<file path="src/rtl/cond_logic.sv">
// cond_logic: conditional-execution and status-flag unit for the multicycle core.
// Holds the N/Z/C/V flags written from the ALU, evaluates the instruction condition
// field against them, and gates the controller's PC/register/memory write strobes.
// Optional sticky overflow flag Q is built when COND_LOGIC_QFLAG_EN is defined;
// otherwise Q is tied low and QClear is ignored.
module cond_logic (
    input  logic       clk,
    input  logic       reset,
    input  logic [3:0] Cond,
    input  logic       Negative,
    input  logic       Zero,
    input  logic       Carry,
    input  logic       Overflow,
    input  logic [1:0] FlagW,
    input  logic       CondLatch,
    input  logic       Flush,
    input  logic       PCS,
    input  logic       NextPC,
    input  logic       RegW,
    input  logic       MemW,
    input  logic       QClear,
    output logic       PCWrite,
    output logic       RegWrite,
    output logic       MemWrite,
    output logic       CondEx,
    output logic [3:0] Flags,
    output logic       Q
);

    // Condition field encodings
    localparam logic [3:0] COND_EQ = 4'h0;
    localparam logic [3:0] COND_NE = 4'h1;
    localparam logic [3:0] COND_CS = 4'h2;
    localparam logic [3:0] COND_CC = 4'h3;
    localparam logic [3:0] COND_MI = 4'h4;
    localparam logic [3:0] COND_PL = 4'h5;
    localparam logic [3:0] COND_VS = 4'h6;
    localparam logic [3:0] COND_VC = 4'h7;
    localparam logic [3:0] COND_HI = 4'h8;
    localparam logic [3:0] COND_LS = 4'h9;
    localparam logic [3:0] COND_GE = 4'hA;
    localparam logic [3:0] COND_LT = 4'hB;
    localparam logic [3:0] COND_GT = 4'hC;
    localparam logic [3:0] COND_LE = 4'hD;

    // Stored flags, split so the N/Z and C/V halves update independently
    logic [1:0] nz_q, nz_d;
    logic [1:0] cv_q, cv_d;
    logic       cond_ex_reg_q, cond_ex_reg_d;
    logic       cond_ex;

    logic flag_n, flag_z, flag_c, flag_v;
    assign {flag_n, flag_z} = nz_q;
    assign {flag_c, flag_v} = cv_q;

    // Evaluate the condition field against the currently stored flags
    always_comb begin
        // NOTE: default first so every path assigns cond_ex and no latch is inferred.
        cond_ex = 1'b1;
        case (Cond)
            COND_EQ: cond_ex = flag_z;
            COND_NE: cond_ex = ~flag_z;
            COND_CS: cond_ex = flag_c;
            COND_CC: cond_ex = ~flag_c;
            COND_MI: cond_ex = flag_n;
            COND_PL: cond_ex = ~flag_n;
            COND_VS: cond_ex = flag_v;
            COND_VC: cond_ex = ~flag_v;
            COND_HI: cond_ex = flag_c & ~flag_z;
            COND_LS: cond_ex = ~flag_c | flag_z;
            COND_GE: cond_ex = (flag_n == flag_v);
            COND_LT: cond_ex = (flag_n != flag_v);
            COND_GT: cond_ex = ~flag_z & (flag_n == flag_v);
            COND_LE: cond_ex = flag_z | (flag_n != flag_v);
            default: cond_ex = 1'b1;  // AL, and 0xF treated as always
        endcase
    end

    // Next-state for flags and the latched condition; a failed condition blocks flag writes
    always_comb begin
        nz_d          = nz_q;
        cv_d          = cv_q;
        cond_ex_reg_d = cond_ex_reg_q;
        if (FlagW[1] && cond_ex) nz_d = {Negative, Zero};
        if (FlagW[0] && cond_ex) cv_d = {Carry, Overflow};
        // Flush wins; the latched value uses cond_ex from the pre-update flags
        if (Flush)          cond_ex_reg_d = 1'b0;
        else if (CondLatch) cond_ex_reg_d = cond_ex;
    end

    // State registers; async reset also discards a pending latched condition at once
    always_ff @(posedge clk or posedge reset) begin
        if (reset) begin
            nz_q          <= 2'b00;
            cv_q          <= 2'b00;
            cond_ex_reg_q <= 1'b0;
        end else begin
            // NOTE: non-blocking so every flop samples the pre-edge values of the others.
            nz_q          <= nz_d;
            cv_q          <= cv_d;
            cond_ex_reg_q <= cond_ex_reg_d;
        end
    end

`ifdef COND_LOGIC_QFLAG_EN
    logic q_q, q_d;

    // Sticky overflow: set wins over a simultaneous clear
    always_comb begin
        q_d = q_q;
        if (Overflow && FlagW[0] && cond_ex) q_d = 1'b1;
        else if (QClear)                     q_d = 1'b0;
    end

    // Sticky overflow register
    always_ff @(posedge clk or posedge reset) begin
        if (reset) q_q <= 1'b0;
        else       q_q <= q_d;
    end

    assign Q = q_q;
`else
    // Feature compiled out: QClear has no effect
    logic unused_qclear;
    assign unused_qclear = QClear;
    assign Q = 1'b0;
`endif

    // Write gating is purely combinational; NextPC bypasses the gate so fetch never stalls
    assign PCWrite  = NextPC | (PCS & cond_ex_reg_q);
    assign RegWrite = RegW & cond_ex_reg_q;
    assign MemWrite = MemW & cond_ex_reg_q;
    assign CondEx   = cond_ex;
    assign Flags    = {nz_q, cv_q};

endmodule

</file>
<file path="config.mk">
export PLATFORM = sky130hd
export DESIGN_NAME = cond_logic
export DESIGN_NICKNAME = d
export VERILOG_FILES = /design/src/rtl/cond_logic.sv
export SDC_FILE = /design/constraint.sdc
export NUM_CORES = 1
export LEC_CHECK = 0
export ABC_CLOCK_PERIOD_IN_PS = 2040
export BUFFER_PORTS_ARGS = -buffer_cell sky130_fd_sc_hd__buf_4
export CORE_AREA = 2 2 39 41
export CTS_CLUSTER_DIAMETER = 50
export DETAILED_ROUTE_END_ITERATION = 8
export DIE_AREA = 0 0 41 43
export PLACE_DENSITY = 0.77
export SYNTH_ARGS = -nofsm -noshare
export SYNTH_HDL_FRONTEND = slang
export SYNTH_SLANG_ARGS = --single-unit
export TNS_END_PERCENT = 10
</file>
<file path="constraint.sdc">
create_clock -name clk -period 2.04 [get_ports clk]
set_input_delay 0.204 -clock clk [delete_from_list [all_inputs] [get_ports clk]]
set_output_delay 0.204 -clock clk [all_outputs]
set_load 0.01 [all_outputs]
</file>
Word-level counts from Yosys, hierarchy flattened
Cells that the tools add are included.
{ "word_totals": {"rom_bits": 0, "input_bits": 19, "ff_bits": 5, "elab_cells": 37, "memories": 0, "mem_bits_rw": 0, "latch_bits": 0} }
{ "op_classes": {"n_mux": 3, "bitwise": 12, "n_shift": 0, "n_mul": 0, "n_eq_ne": 15, "div": 0, "n_addsub": 0, "n_lt_le_gt_ge": 0, "n_reduce_logical": 4} }
{ "op_table": {"columns": ["operator", "n"], "rows": [
  ["equality test 4 bit (second input constant)", 6],
  ["equality test 4 x 3 -> 1 bit (second input constant)", 4],
  ["one-hot mux 1 bit (14 select lines)", 1],
  ["equality test 4 x 2 -> 1 bit (second input constant)", 2],
  ["bitwise AND 1 bit", 5],
  ["equality test 4 x 1 -> 1 bit (second input constant)", 1],
  ["zero test 4 bit", 1],
  ["inverter 1 bit", 4],
  ["bitwise OR 1 bit", 3],
  ["logical AND 1 bit", 2],
  ["2-to-1 mux 1 bit", 2],
  ["nonzero test 2 bit", 1],
  ["equality test 1 bit", 1],
  ["inequality test 1 bit", 1]
]} }

Longest topological paths before layout
{ "logic_depth": {"depth_word": 5, "mapped_depth": 6, "ltp_nobuf": 5} }

Least setup slack after synthesis
Ideal clock, no wire load.
{ "synth_timing": {"kind": "reg2reg", "startpoint": "reg cv_q[0]", "endpoint": "reg nz_q[1]", "n_path_buf": 0, "path_stages_with_launch": 5, "path_slack_ns": 0.302, "synth_period_minus_slack_ns": 1.738, "arrival_time_ns": 1.611, "cell_sequence": "dfrtp_1 -> and4bb_1 -> o21a_2 -> o41ai_2 -> mux2_1"} }
{ "synth_between": {"elab_chain_len": 4, "word_cells_on_any_way": 7} }
{ "synth_rtl": {"columns": ["item", "line", "text"], "rows": [
  ["from (decl)", "48", "logic [1:0] cv_q, cv_d;"],
  ["from (signal assigned)", "100", "cv_q <= cv_d;"],
  ["inequality test 1 bit or equality test 1 bit (tied branches)", null, null],
  ["bitwise OR 1 bit or bitwise AND 1 bit (tied branches)", "74, 73", null],
  ["one-hot mux 1 bit (14 select lines) *", "60", "case (Cond)"],
  ["logical AND 1 bit *", "84", "if (FlagW[1] && cond_ex) nz_d = {Negative, Zero};"],
  ["to (signal assigned)", "99", "nz_q <= nz_d;"],
  ["to (decl)", "47", "logic [1:0] nz_q, nz_d;"]
]} }
Every way passes the cells marked *; elsewhere a longest branch is shown, timed or not.
A chain may end at the register's enable or synchronous reset.

Worst setup path in the final report
{ "layout_timing": {"startpoint": "reg nz_q[1]", "endpoint": "out CondEx"} }
{ "layout_between": {"elab_chain_len": 3, "word_cells_on_any_way": 6} }
{ "layout_rtl": {"columns": ["item", "line", "text"], "rows": [
  ["inequality test 1 bit or equality test 1 bit (tied branches)", null, null],
  ["bitwise OR 1 bit or bitwise AND 1 bit (tied branches)", "74, 73", null],
  ["one-hot mux 1 bit (14 select lines) *", "60", null],
  ["to (decl)", "25", "output logic CondEx,"]
]} }
Marks and branches as above.

==> results.yml <==
layout:
  nNetsFinal: 98
  diodes: 0
  area_growth_pct: 51.8
  drive_gt1_share_pct: 51.3
yosys:
  yosys-top-cells-area: "dfrtp_1, mux2_1, o41ai_2"
  ys.flop_type: "dfrtp_1"
  synth_compound_area_share_pct: 23.0
  synth_top_area_share_pct: 26.2
  synth_warnings: 0
  synth_xor_area_share_pct: 5.50
  synth_common_cells: "dfrtp_1, mux2_1, nor2_1"
  synth_top_family_by_area: "simple AND/OR/NAND/NOR gates"
  yosysSeqAreaShare_pct: 26.2
  synthAdderAreaFrac_pct: 0
  synthCells: 48
  synth_mux_area_share_pct: 11.5
  synth_simple_gate_area_share_pct: 25.9
  synth_edf_count: 0
  ys_async_sr_fraction_pct: 100
  ys_types: 32
  ys_ff_latch: 5
  synthesis.area_um2: 478
  avgSynthCellArea_um2: 9.96
  yosysMostFrequentCell: "dfrtp_1"
  syn-num-nets: 67
  yosysTopAreaCell: "dfrtp_1"
setup_path:
  worst_setup_path_end_kind: "primary output"
  path_max_fanout: 6
  critPathKind: "reg -> out"
  path_cells: "or4b_1, a31oi_1, o21a_2, nor4_2, inv_1, buf_4"
  worstPathArrival_ns: 1.73
  crit_required_ns: 1.84
  cp-start-kind: "register"
  max_stage_delay_ns: 0.47
  critPathSlowestCell: "or4b_1"
sta:
  final_max_slew_viol_count: 0
  fin_ws_ns: 0.102
  clock.fmax_mhz: 516
  finalSetupViolations: 0
  fin_crit_sh_pct: 95.0
  clock_skew_ns: 0.00337
  hold_slack_ns: 0.121
  setup_tns_ns: 0
  min_period_ns: 1.94
  hold_viol_final: 0
power_and_ir_drop:
  vdd_drop_max_uv: 537
  p_total_w: 0.000688
  power.leakage_nw: 0.343
  p_per_area_nw_per_um2: 948
floorplan:
  io_pins: 28
  initial_core_util_pct: 34.5
  core_um2: 1380
  row_count: 14
  die_x_um: 41
  die-area_um2: 1760
  die_height_um: 43
global_routing:
  grt_pass1_vias: 460
  antenna_found_initial: 0
  grt_max_degree: 12
  overflow: 0
  grt_pass1_wl_mm: 1.84
  grt.total_usage_pct: 15.5
placement:
  pre_cts_ws_ns: 0.220
  io_buffer_count: 25
  gp_congestion: 0.684
  post-dp-hpwl_um: 863
hold_path:
  min_path_type: "in -> reg"
routing:
  antenna_left: 0
  wire_per_inst_um: 12.7
  drt_pass1_iterations: 4
  detail_route.iter0.violations: 9
  drc: 0
  vias: 486
  finalWirelength_mm: 1.19
  post_drt_via_cell_ratio: 5.17
clock_network:
  cts_inserted_buffers: 3
  clk_pin_slew_ns: 0.04
  clkLatencyLatePin_ns: 0.24
  cts_tree: "built"
  clockRootBuffer: "clkbuf_4"
  clockBufferDepth: 2
  cts_htree_levels: 1
  cts_sinks: 5
outcome:
  status: "finished, final reports clean"
flow_run:
  max_cap_violations: 0
kinds of logic after synthesis:
| logic type | count (synthesis) |
|---|---|
| mux | 5 |
| compound gates | 10 |
| other cells | 1 |
| buf+inv | 5 |
| simple gates | 19 |
| flops | 5 |
| xor+xnor | 3 |
report_power, final:
part	internal [W]	leakage (nW)	total [W]	switching, W
clock network	0.0000738	0.0150	0.000112	0.0000385
registers	0.000145	0.0588	0.000218	0.0000733
logic	0.000206	0.269	0.000358	0.000152
sequential cells by signal, summed over array words and instances, names as in the netlist:
name           count
cv_q               2
nz_q               2
cond_ex_reg_q      1
worst paths after layout:
path,startpoint,to,slack (ns),depth (start not counted)
setup / recovery,nz_q[1],CondEx,0.10,6
hold / removal,Flush,cond_ex_reg_q,0.12,2
setup reg to reg,cv_q[0],nz_q[0],0.12,5
hold reg to reg,cv_q[1],cv_q[1],0.59,1
max in group asynchronous,reset,nz_q[1],1.45,3
min in group asynchronous,reset,cv_q[0],0.41,3
per-layer routing:
layer,up-vias,wire length [um],global-route usage (%)
met2,11,612,23.8
met1,237,506,17.4
met4,0,12,12.0
li1,236,-,-
met5,-,0,0
met3,2,60,3.14
final cells by class:
class	count	area, um^2
Fill cell	138	658
Multi-Input combinational cell	38	325
Timing Repair Buffer	29	220
Sequential cell	5	126
Clock buffer	4	26.3
Tap cell	16	20.0
Inverter	2	7.51
per-stage QoR:
step	utilization, %	cells	cell area (um^2)
final	52.4	94	726
after global routing	52.4	94	726
after floorplan	-	48	478
after CTS	50.3	91	696
after global placement	47.6	86	659
after detailed placement	47.6	86	659
repair_timing:
action | 4_1_cts | 5_1_grt
gates resized for setup | 0 | 2
setup buffers | 0 | 3
hold buffers | 1 | 0
setup endpoints to repair | 0 | 1
hold endpoints to repair | 5 | 0
cell usage in the layout (no fill, tap or decap), types with 2 or more instances in the layout:
cell / count
xor2_1: 2
and2_1: 2
nand2b_1: 2
clkbuf_4: 3
nand2_1: 2
inv_1: 2
nor2_1: 3
buf_4: 28
o41ai_2: 2
mux2_1: 4
dfrtp_1: 4
nand3_1: 2
worst max-delay path, delay by kind of cell, from the launching register on:
family          cells  cell delay (ns)
flops               1             0.44
buf+inv             2             0.18
simple gates        2             0.53
compound gates      2             0.34
(Power assumes the default switching activity.)
